<file path="config.mk">
export PLATFORM = sky130hd
export DESIGN_NAME = bsg_chip_mc_fwd_link_arbiter
export DESIGN_NICKNAME = d
export VERILOG_FILES = /design/src/rtl/bsg_chip_mc_fwd_link_arbiter.sv
export SDC_FILE = /design/constraint.sdc
export NUM_CORES = 1
export LEC_CHECK = 0
export ABC_AREA = 0
export BUFFER_PORTS_ARGS = -buffer_cell sky130_fd_sc_hd__buf_2
export CAP_MARGIN = 20
export CORE_AREA = 2 2 258 260
export DETAILED_ROUTE_END_ITERATION = 8
export DIE_AREA = 0 0 260 262
export PLACE_DENSITY = 0.34
export RECOVER_POWER = 100
export SYNTH_ARGS = -nofsm -noshare
export SYNTH_HDL_FRONTEND = slang
export SYNTH_SLANG_ARGS = --single-unit
export TNS_END_PERCENT = 50
</file>
<file path="constraint.sdc">
create_clock -name clk_i -period 3.65 [get_ports clk_i]
set_input_delay 0.73 -clock clk_i [delete_from_list [all_inputs] [get_ports clk_i]]
set_output_delay 0.73 -clock clk_i [all_outputs]
set_load 0.02 [all_outputs]
</file>
<file path="src/rtl/bsg_chip_mc_fwd_link_arbiter.sv">
// Credit-based round-robin arbiter that merges several manycore forward-packet
// requesters onto a single registered host link.
module bsg_chip_mc_fwd_link_arbiter #(
    parameter int num_in_p  = 4,
    parameter int width_p   = 128,
    parameter int credits_p = 8
) (
    input  logic                          clk_i,
    input  logic                          reset_i,
    input  logic [num_in_p-1:0]           v_i,
    input  logic [num_in_p*width_p-1:0]   data_i,
    output logic [num_in_p-1:0]           yumi_o,
    output logic                          v_o,
    output logic [width_p-1:0]            data_o,
    input  logic                          token_i,
    output logic [7:0]                    credits_o,
    output logic                          err_o
);

    localparam int                ptr_w       = $clog2(num_in_p);
    localparam logic [7:0]        credits_max = 8'(credits_p);
    localparam logic [ptr_w-1:0]  last_idx    = ptr_w'(num_in_p - 1);

    logic [ptr_w-1:0]   ptr_r;
    logic [ptr_w-1:0]   grant_idx;
    logic               found;
    logic               send;
    logic [width_p-1:0] grant_data;
    int unsigned        scan_idx;

    // Scan from the priority pointer with wrap-around; first set valid wins.
    always_comb begin
        grant_idx = '0;
        found     = 1'b0;
        scan_idx  = 0;
        for (int unsigned k = 0; k < num_in_p; k++) begin
            scan_idx = 32'(ptr_r) + k;
            if (scan_idx >= num_in_p) begin
                scan_idx = scan_idx - num_in_p;
            end
            if (!found && v_i[scan_idx[ptr_w-1:0]]) begin
                found     = 1'b1;
                grant_idx = scan_idx[ptr_w-1:0];
            end
        end
    end

    // Credits are checked against the registered count only, so a token in
    // the same cycle cannot enable a send.
    assign send       = !reset_i && (credits_o != 8'd0) && found;
    assign grant_data = data_i[grant_idx*width_p +: width_p];

    always_comb begin
        yumi_o = '0;
        if (send) begin
            yumi_o[grant_idx] = 1'b1;
        end
    end

    always_ff @(posedge clk_i) begin
        if (reset_i) begin
            credits_o <= credits_max;
            ptr_r     <= '0;
            v_o       <= 1'b0;
            data_o    <= '0;
            err_o     <= 1'b0;
        end else begin
            v_o <= send;
            if (send) begin
                data_o <= grant_data;
                ptr_r  <= (grant_idx == last_idx) ? '0 : grant_idx + 1'b1;
            end
            if (send && !token_i) begin
                credits_o <= credits_o - 8'd1;
            end else if (!send && token_i) begin
                // A token with a full counter is a protocol error: saturate and flag.
                if (credits_o == credits_max) begin
                    err_o <= 1'b1;
                end else begin
                    credits_o <= credits_o + 8'd1;
                end
            end
        end
    end

endmodule

</file>
==> metrics.txt <==
outcome completed; DRT Wirelength 37,000 um; HP Start data_o[99]; clk sink count 140; Pwr Density 652 mW/mm2; Final Skew 0.00886 ns; # Max-Cap Violations 0; average size of a mapped cell 10.2 um2; Residual DRC 0; CTS tree done; maximum vdd ir drop 291 uV; total gr overflow 0; reg2reg setup slack 0.57 ns; row count 94; layout cell share with drive strength beyond 1 39.1%; core area 0.0653 mm2; Die W 260 um; kind of critical path reg -> out; reg2reg path depth 6; fillers 7,364; Post-Place Setup Slack 0.306 ns; post-placement cell count 2,294; required time worst endpoint 2.92 ns; pin count of the biggest net entering global routing 116; setup tns final 0 ns; distinct cell type count after synthesis 45; fmax 312 MHz; GRT Overall Usage 10.1%; routed len/inst 15.9 um; DR vias 8,911; commonest cells after routing, fill and taps aside buf_2, mux2i_1, clkbuf_1; Skew-Pair Late Insertion Delay 0.47 ns; ant diodes 0; CP Launch Type register; initial drt markers 322; CP max FO 10; hold slack final 0.456 ns; Yosys reg bits 140; Final Slew Violations 0; DP Wirelength 29,400 um; initial antenna violation count 1; GPL Wtd Cong 0.800; initial core utilization 12.9%; Post-DRT Antenna Nets 0; Async S/R FF share, synth 0%; endpoints failing setup 0; Syn Nets 1,361; vias in the first global route 8,923; Die H 262 um; # Post-CTS Setup Buffers 0; via/cell ratio 3.83; H-tree levels 4; Top FF cell, synth dfxtp_1; Num CTS Buffers 17; clock buffer depth 2; clk root buf clkbuf_16; Post-synth EDFFs 0; I/O pins 661; PnR Total Power 0.00831 W; post_cts resized 0; register area share after synthesis 33.2%; Final Hold Fails 0; synthesized instance count 829; RSZ-0062 raised after global routing false; Crit. Startpoint credits_o[0]; fin crit period 3.20 ns; final net count 1,981; commonest non-fill, non-tap cell in the layout buf_2; clock-pin slew on the worst setup and hold paths 0.06 ns; WHS Path Cells 2; Mapped Area 0.00845 mm2; Tightest Pin Transition 0.984 ns; Post-CTS Hold Fix Bufs 0; leakage 5.66 nW; die area 0.0681 mm2; P&R area growth vs syn 51.1%; nature of the critical path endpoint output pin; TritonRoute pass-1 iters 6; critical path data arrival time 2.47 ns; YS warnings 0; fin cells 2,324; final worst slack 0.449 ns; Max-slew headroom 34.4%; Hold WC Path Type reg -> reg; Port-buffer cells 660; Hold Path Sink data_o[99]; R2R Path End data_o[117]; Tcrit/Tclk final 87.7%; Crit Reg-Reg Startpoint credits_o[0]; first-pass GRT wire length 51,900 um
registers in the layout, summed over array words and instances (netlist names):
name,count
ptr_r,2
credits_o,8
data_o,128
err_o,1
v_o,1
where the power goes:
group	internal, W	leakage [nW]	switching (W)
Combinational	0.00146	4.19	0.00247
Clock	0.00115	0.303	0.000743
Sequential	0.00214	1.17	0.000352
Total	0.00475	5.66	0.00357
layout make-up:
type | count | area [um2] | share of cell area, %
Timing Repair Buffer | 677 | 3340 | 26.2
Inverter | 10 | 37.5 | 0.294
Sequential cell | 140 | 2800 | 22.0
Tap cell | 864 | 1080 | 8.47
Clock inverter | 11 | 170 | 1.33
Clock buffer | 19 | 443 | 3.47
Multi-Input combinational cell | 603 | 4880 | 38.3
how the worst max path moves through the flow:
| stage | endpoint | slack (ns) | cells after the start |
|---|---|---|---|
| after CTS | yumi_o[3] | 0.73 | 7 |
| after global routing | yumi_o[2] | 0.26 | 5 |
| after floorplan | credits_o[7] | 0.60 | 10 |
| final | yumi_o[2] | 0.45 | 5 |
| after detailed placement | credits_o[7] | 0.31 | 10 |
| after global placement | credits_o[7] | 0.32 | 10 |
cells in the mapped netlist, drive strengths merged (2+ instances only):
cell,n,area [um2]
o311ai,2,17.5
a41oi,2,17.5
dfxtp,140,2800
a311oi,2,23.8
mux2i,258,2580
o21bai,2,15.0
buf,71,609
nand2b,2,12.5
xnor2,3,26.3
inv,10,37.5
o21ai,5,25.0
a21o,2,15.0
nor2,13,48.8
a211oi,4,30.0
nand3b,2,15.0
a21oi,5,25.0
and2,4,25.0
nand3,2,10.0
o21a,2,15.0
a211o,2,17.5
clkbuf,5,18.8
nor4,3,33.8
o221ai,128,1240
nor3,3,20.0
ha,12,150
nor2b,4,25.0
nand2,131,494
worst max-delay path, stage by stage, from the launching register on:
cell      delay, ns
dfxtp_1        0.46
nor3_1         0.16
a311oi_1       0.38
clkbuf_1       0.53
and2_1         0.22
clkbuf_1       0.26
logic make-up (layout without fill, tap and decap cells):
family          Yosys count  after routing  share of synthesized area (%)
compound gates          160            160                           17.4
buf+inv                  86            717                           7.88
simple gates            168            168                           8.46
flops                   140            140                           33.2
mux                     259            259                           30.7
fa+ha+maj                13             13                           2.01
xor+xnor                  3              3                          0.311
metal layers:
layer / track usage, % / vias up / part of all wire [%]
li1: - / 4407 / -
met1: 10.6 / 4097 / 38
met2: 18.8 / 372 / 53
met3: 3.17 / 33 / 7.9
met4: 3.58 / 2 / 1.7
met5: 0 / - / 0.035
metrics by stage:
step	utilization [%]	area, um2
floorplan	-	8450
finish	19.5	12800
global route	19.5	12800
global placement	19.1	12500
detailed placement	19.1	12500
CTS	20.0	13100
(Power assumes the default switching activity.)
